**src/rtl/seq_divider_if.sv**
```systemverilog
// Start/done handshake bundle between a division requester and seq_divider.
interface seq_divider_if #(
   parameter int WIDTH = 4
);
   logic             start;
   logic [WIDTH-1:0] dividend;
   logic [WIDTH-1:0] divisor;
   logic             busy;
   logic             done;
   logic [WIDTH-1:0] quotient;
   logic [WIDTH-1:0] remainder;
   logic             div_by_zero;

   // Requester side: issues operands, observes status and results
   modport master (
      output start, dividend, divisor,
      input  busy, done, quotient, remainder, div_by_zero
   );

   // Divider side: consumes operands, produces status and results
   modport slave (
      input  start, dividend, divisor,
      output busy, done, quotient, remainder, div_by_zero
   );
endinterface

```
**src/rtl/seq_divider.sv**
```systemverilog
// Multi-cycle unsigned restoring divider, one quotient bit per clock.
// A zero divisor spends one extra cycle in FIN before posting its result,
// so the busy/done timing matches a one-step operation.
module seq_divider #(
   parameter int WIDTH = 4
) (
   input logic          clk,
   input logic          rst_n,
   seq_divider_if.slave bus
);

   localparam int CW = $clog2(WIDTH);

   typedef enum logic [1:0] {
      IDLE = 2'd0,
      CALC = 2'd1,
      FIN  = 2'd2
   } state_t;

   state_t           state_q, state_d;
   logic [CW-1:0]    cnt_q, cnt_d;
   logic [WIDTH-1:0] work_q, work_d;
   logic [WIDTH:0]   prem_q, prem_d;
   logic [WIDTH-1:0] dvs_q, dvs_d;
   logic             pend_q, pend_d;
   logic             busy_q, busy_d;
   logic             done_q, done_d;
   logic [WIDTH-1:0] quot_q, quot_d;
   logic [WIDTH-1:0] rem_q, rem_d;
   logic             dbz_q, dbz_d;

   logic [WIDTH:0]   shifted;
   logic [WIDTH+1:0] trial;
   logic [WIDTH-1:0] work_nx;
   logic [WIDTH:0]   prem_nx;
   logic             load;

   // One restoring step: shift in the next dividend bit and try to subtract
   always_comb begin
      shifted = {prem_q[WIDTH-1:0], work_q[WIDTH-1]};
      trial   = {1'b0, shifted} - {2'b00, dvs_q};
      work_nx = {work_q[WIDTH-2:0], ~trial[WIDTH+1]};
      prem_nx = trial[WIDTH+1] ? shifted : trial[WIDTH:0];
   end

   // Next-state, datapath and output-register logic
   always_comb begin
      state_d = state_q;
      cnt_d   = cnt_q;
      work_d  = work_q;
      prem_d  = prem_q;
      dvs_d   = dvs_q;
      pend_d  = pend_q;
      busy_d  = busy_q;
      done_d  = 1'b0;
      quot_d  = quot_q;
      rem_d   = rem_q;
      dbz_d   = dbz_q;
      load    = 1'b0;

      case (state_q)
         IDLE: begin
            load = bus.start;
         end
         CALC: begin
            work_d = work_nx;
            prem_d = prem_nx;
            cnt_d  = cnt_q + CW'(1);
            if (cnt_q == CW'(WIDTH - 1)) begin
               state_d = FIN;
               busy_d  = 1'b0;
               done_d  = 1'b1;
               quot_d  = work_nx;
               rem_d   = prem_nx[WIDTH-1:0];
               dbz_d   = 1'b0;
            end
         end
         FIN: begin
            if (pend_q) begin
               pend_d = 1'b0;
               busy_d = 1'b0;
               done_d = 1'b1;
               quot_d = '1;
               rem_d  = work_q;
               dbz_d  = 1'b1;
            end else begin
               load = bus.start;
               if (!bus.start) begin
                  state_d = IDLE;
               end
            end
         end
         default: begin
            state_d = IDLE;
         end
      endcase

      if (load) begin
         work_d = bus.dividend;
         dvs_d  = bus.divisor;
         prem_d = '0;
         cnt_d  = '0;
         busy_d = 1'b1;
         if (bus.divisor != '0) begin
            state_d = CALC;
            pend_d  = 1'b0;
         end else begin
            state_d = FIN;
            pend_d  = 1'b1;
         end
      end
   end

   // State and result registers, cleared asynchronously
   always_ff @(posedge clk or negedge rst_n) begin
      if (!rst_n) begin
         state_q <= IDLE;
         cnt_q   <= '0;
         work_q  <= '0;
         prem_q  <= '0;
         dvs_q   <= '0;
         pend_q  <= 1'b0;
         busy_q  <= 1'b0;
         done_q  <= 1'b0;
         quot_q  <= '0;
         rem_q   <= '0;
         dbz_q   <= 1'b0;
      end else begin
         state_q <= state_d;
         cnt_q   <= cnt_d;
         work_q  <= work_d;
         prem_q  <= prem_d;
         dvs_q   <= dvs_d;
         pend_q  <= pend_d;
         busy_q  <= busy_d;
         done_q  <= done_d;
         quot_q  <= quot_d;
         rem_q   <= rem_d;
         dbz_q   <= dbz_d;
      end
   end

   assign bus.busy        = busy_q;
   assign bus.done        = done_q;
   assign bus.quotient    = quot_q;
   assign bus.remainder   = rem_q;
   assign bus.div_by_zero = dbz_q;

endmodule

```
**src/flat_wrapper.sv**
```systemverilog
// flat-port wrapper written by rule: the top's interface ports become plain ports
module seq_divider_flat 
#(
   parameter int WIDTH = 4
)
  (clk, rst_n, bus_start, bus_dividend, bus_divisor, bus_busy, bus_done, bus_quotient, bus_remainder, bus_div_by_zero);
  seq_divider_if #(.WIDTH(WIDTH)) bus_i ();
  input logic clk;
  input logic rst_n;
  input wire logic [$bits(bus_i.start)-1:0] bus_start;
  input wire logic [$bits(bus_i.dividend)-1:0] bus_dividend;
  input wire logic [$bits(bus_i.divisor)-1:0] bus_divisor;
  output wire logic [$bits(bus_i.busy)-1:0] bus_busy;
  output wire logic [$bits(bus_i.done)-1:0] bus_done;
  output wire logic [$bits(bus_i.quotient)-1:0] bus_quotient;
  output wire logic [$bits(bus_i.remainder)-1:0] bus_remainder;
  output wire logic [$bits(bus_i.div_by_zero)-1:0] bus_div_by_zero;
  assign bus_i.start = bus_start;
  assign bus_i.dividend = bus_dividend;
  assign bus_i.divisor = bus_divisor;
  assign bus_busy = bus_i.busy;
  assign bus_done = bus_i.done;
  assign bus_quotient = bus_i.quotient;
  assign bus_remainder = bus_i.remainder;
  assign bus_div_by_zero = bus_i.div_by_zero;
  seq_divider #(.WIDTH(WIDTH)) u_core (.clk(clk), .rst_n(rst_n), .bus(bus_i));
endmodule
```
**config.mk**
```make
export PLATFORM = sky130hd
export DESIGN_NAME = seq_divider_flat
export DESIGN_NICKNAME = d
export VERILOG_FILES = /design/src/rtl/seq_divider_if.sv /design/src/rtl/seq_divider.sv /design/src/flat_wrapper.sv
export SDC_FILE = /design/constraint.sdc
export NUM_CORES = 1
export LEC_CHECK = 0
export BUFFER_PORTS_ARGS = -buffer_cell sky130_fd_sc_hd__buf_4
export CAP_MARGIN = 20
export CORE_MARGIN = 2
export CORE_UTILIZATION = 35
export DETAILED_ROUTE_END_ITERATION = 10
export PLACE_DENSITY_LB_ADDON = 0.1
export SKIP_CTS_REPAIR_TIMING = 1
export SLEW_MARGIN = 20
export SYNTH_ARGS = -nofsm -noshare
export SYNTH_HDL_FRONTEND = slang
export SYNTH_SLANG_ARGS = --single-unit
```
**constraint.sdc**
```tcl
create_clock -name clk -period 2.5 [get_ports clk]
set_input_delay 0.125 -clock clk [delete_from_list [all_inputs] [get_ports clk]]
set_output_delay 0.125 -clock clk [all_outputs]
set_load 0.005 [all_outputs]
```
==> impl_metrics.env <==
export IMPL_yosysSeqAreaShare_pct=46.59
export IMPL_power_density_nw_per_um2=1426
export IMPL_dieArea_sq_um=4837
export IMPL_synth_main_ff_cell="dfrtp_1"
export IMPL_die_x_um=69.55
export IMPL_synth_edf_count=0
export IMPL_min_to="u_core.work_q[0]"
export IMPL_r2r_end="u_core.bus.remainder[0]"
export IMPL_critPathTopFamily="compound AO/OA/AOI/OAI gates"
export IMPL_num_rows=23
export IMPL_skew_ns=0.003142
export IMPL_clk_latency_ns=0.28
export IMPL_critPathArrivalTime_ns=2.21
export IMPL_fin_crit_ns=2.008
export IMPL_slowest_delay_ns=0.37
export IMPL_wl_per_cell_um=14.11
export IMPL_cts_tree="yes"
export IMPL_status="completed"
export IMPL_first_iter_violations=13
export IMPL_slew_headroom_pct=70.72
export IMPL_netlist_area_sq_um=1504
export IMPL_dr_pass1_iters=4
export IMPL_finalNonFillerCells=226
export IMPL_max_vdd_ir_drop_uv=495.8
export IMPL_grt_max_degree=29
export IMPL_hold_path_class="in -> reg"
export IMPL_worst_slew_pin_slew_ns=0.4391
export IMPL_synth_area_leader_cell="dfrtp_1"
export IMPL_setup_viol=0
export IMPL_gp_congestion=0.7313
export IMPL_cp_required_ns=2.70
export IMPL_syn_inst=152
export IMPL_fin_crit_sh_pct=80.31
export IMPL_cts_inserted_buffers=3
export IMPL_path_clk_slew_ns=0.10
export IMPL_cts_root_buf="clkbuf_8"
export IMPL_slew_viol_final=0
export IMPL_cts_sinks=28
export IMPL_synth_area_per_cell_sq_um=9.894
export IMPL_p_leak_nw=0.8533
export IMPL_dpl_hpwl_um=2368
export IMPL_yosys_warnings=0
export IMPL_synth_distinct_cells=37
export IMPL_drcViolationCount=0
export IMPL_fill_cells=405
export IMPL_area_growth_pct=20.22
export IMPL_reg2reg_slack_ns=0.49
export IMPL_antenna_found_initial=0
export IMPL_post_synth_top_count_cell="dfrtp_1"
export IMPL_fin_nets=198
export IMPL_synth_top_cell_area_share_pct=46.59
export IMPL_core_area_sq_um=4058
export IMPL_placed_cell_area_sq_um=1727
export IMPL_grt_total_usage_pct=14.41
export IMPL_max_freq_mhz=498.1
export IMPL_io_buffers=21
export IMPL_synth_net_count=173
export IMPL_critPathLaunchType="flip-flop"
export IMPL_drive_gt1_share_pct=21.02
export IMPL_io_pins=22
export IMPL_critical_path_cell_chain="inv_1, ha_1, nor2b_1, o31a_1, nor3_4, mux2_4, o221ai_2"
export IMPL_finalHoldViolations=0
export IMPL_end_kind="flip-flop"
export IMPL_post_route_util_pct=44.56
export IMPL_synth_area_leaders="dfrtp_1 47%, ha_1 7.5%, nand2_1 6.0%, o21ai_0 5.3%, mux2i_1 4.7%"
export IMPL_grt_pass1_vias=1190
export IMPL_seq_area_sq_um=700.7
export IMPL_routed_via_count=1153
export IMPL_postRouteWirelength_um=3188
export IMPL_dp_cells=221
export IMPL_critPathMaxFanout=5
export IMPL_cap_violations=0
export IMPL_critical_path_slowest_cell="dfrtp_1"
export IMPL_grt_ovfl_total=0
export IMPL_whs_path_depth=2
export IMPL_synth_commonest_cells="28 x dfrtp_1, 24 x nand2_1, 16 x o21ai_0"
export IMPL_diodes=0
export IMPL_htreeDepth=1
export IMPL_hp_start="bus_dividend[0]"
export IMPL_reg2reg_from="u_core.dvs_q[1]"
export IMPL_hold_ws_ns=0.03994
export IMPL_die_y_um=69.55
export IMPL_initial_utilization_pct=37.06
export IMPL_synth_async_reset_ratio_pct=100.0
export IMPL_routed_via_density=5.102
export IMPL_critPathBufInv=1
export IMPL_reg2regPathDepth=7
export IMPL_clockBufferDepth=2
export IMPL_ys_ff_latch=28
export IMPL_finalSetupTns_ns=0
export IMPL_postLayoutCellArea_sq_um=1808
export IMPL_rsz0062_at_grt="no"
export IMPL_multi_input_area_sq_um=745.7
export IMPL_antenna_left=0
export IMPL_grt_first_pass_wirelength_um=5609
export IMPL_path_class="reg -> reg"
==> per-layer routing <==
metal  part of all wire, %  GRT usage, %  routed length [um]  vias up
li1                      -             -                   -      572
met1                    47         18.59                1499      561
met2                    49         24.57                1569       15
met3                   2.5         2.326                  81        5
met4                   1.2         4.793                  38        0
met5                     0             0                   0        -
==> power breakdown <==
group	switching (W)	internal, W
Sequential	0.000138	0.000663
Clock	0.000146	0.000214
Combinational	0.000748	0.000668
Total	0.00103	0.00155
==> cells in the final DEF, fill, tap and decap left out, types with 2 or more instances in the layout <==
cell type	Yosys	routed
dfrtp_1	28	28
nor2_1	7	7
a21oi_1	8	8
nand3_1	2	2
o221ai_1	2	2
clkbuf_8	0	3
mux2i_1	7	7
ha_1	9	9
nor2b_1	3	3
buf_4	0	25
nand2_1	24	24
nand2b_1	3	3
a22oi_1	2	2
a31oi_1	3	3
nand3b_1	2	2
inv_1	8	8
o21a_1	3	3
o21ai_0	16	16
==> final cells by class <==
class | count | area share [%]
multi-input combinational | 110 | 41.25
sequential | 28 | 38.75
timing repair buffer | 26 | 10.93
tap | 50 | 3.460
clock buffer | 3 | 2.284
clock inverter | 1 | 1.661
inverter | 8 | 1.661
==> state kept, by name, indices dropped and copies added (netlist names) <==
| signal | flops |
|---|---|
| u_core.bus.busy | 1 |
| u_core.bus.div_by_zero | 1 |
| u_core.bus.done | 1 |
| u_core.bus.quotient | 4 |
| u_core.bus.remainder | 4 |
| u_core.cnt_q | 2 |
| u_core.dvs_q | 4 |
| u_core.pend_q | 1 |
| u_core.prem_q | 4 |
| u_core.state_q | 2 |
| u_core.work_q | 4 |
==> cell families after synthesis <==
family,after synthesis,synth area share (%)
and+or+nand+nor,50,17.14
AOI/OAI and AO/OA,39,16.06
DFF,28,46.59
buffers and inverters,14,3.827
adders and majority gates,10,8.819
muxes,9,6.406
xor gates and xnor gates,2,1.165
==> worst max path at each step <==
stage               startpoint                       to  slack, ns  depth (start not counted)
2_1_floorplan  u_core.dvs_q[1]  u_core.bus.remainder[0]       0.63                          7
3_3_place_gp   u_core.dvs_q[1]  u_core.bus.remainder[0]       0.55                          7
3_5_place_dp   u_core.dvs_q[1]  u_core.bus.remainder[1]       0.51                          7
4_1_cts        u_core.dvs_q[1]  u_core.bus.remainder[0]       0.48                          7
5_1_grt        u_core.dvs_q[1]  u_core.bus.remainder[1]       0.35                          7
6_report       u_core.dvs_q[1]  u_core.bus.remainder[0]       0.49                          7
==> stage by stage <==
step                      power (W)  setup WS, ns
after floorplan            0.001824        0.6256
after global placement     0.002233        0.5526
after detailed placement   0.002249        0.5146
after CTS                  0.002622        0.4752
after global routing       0.002849        0.3482
final                      0.002578        0.4922
Power figures use the tool's default switching activity.
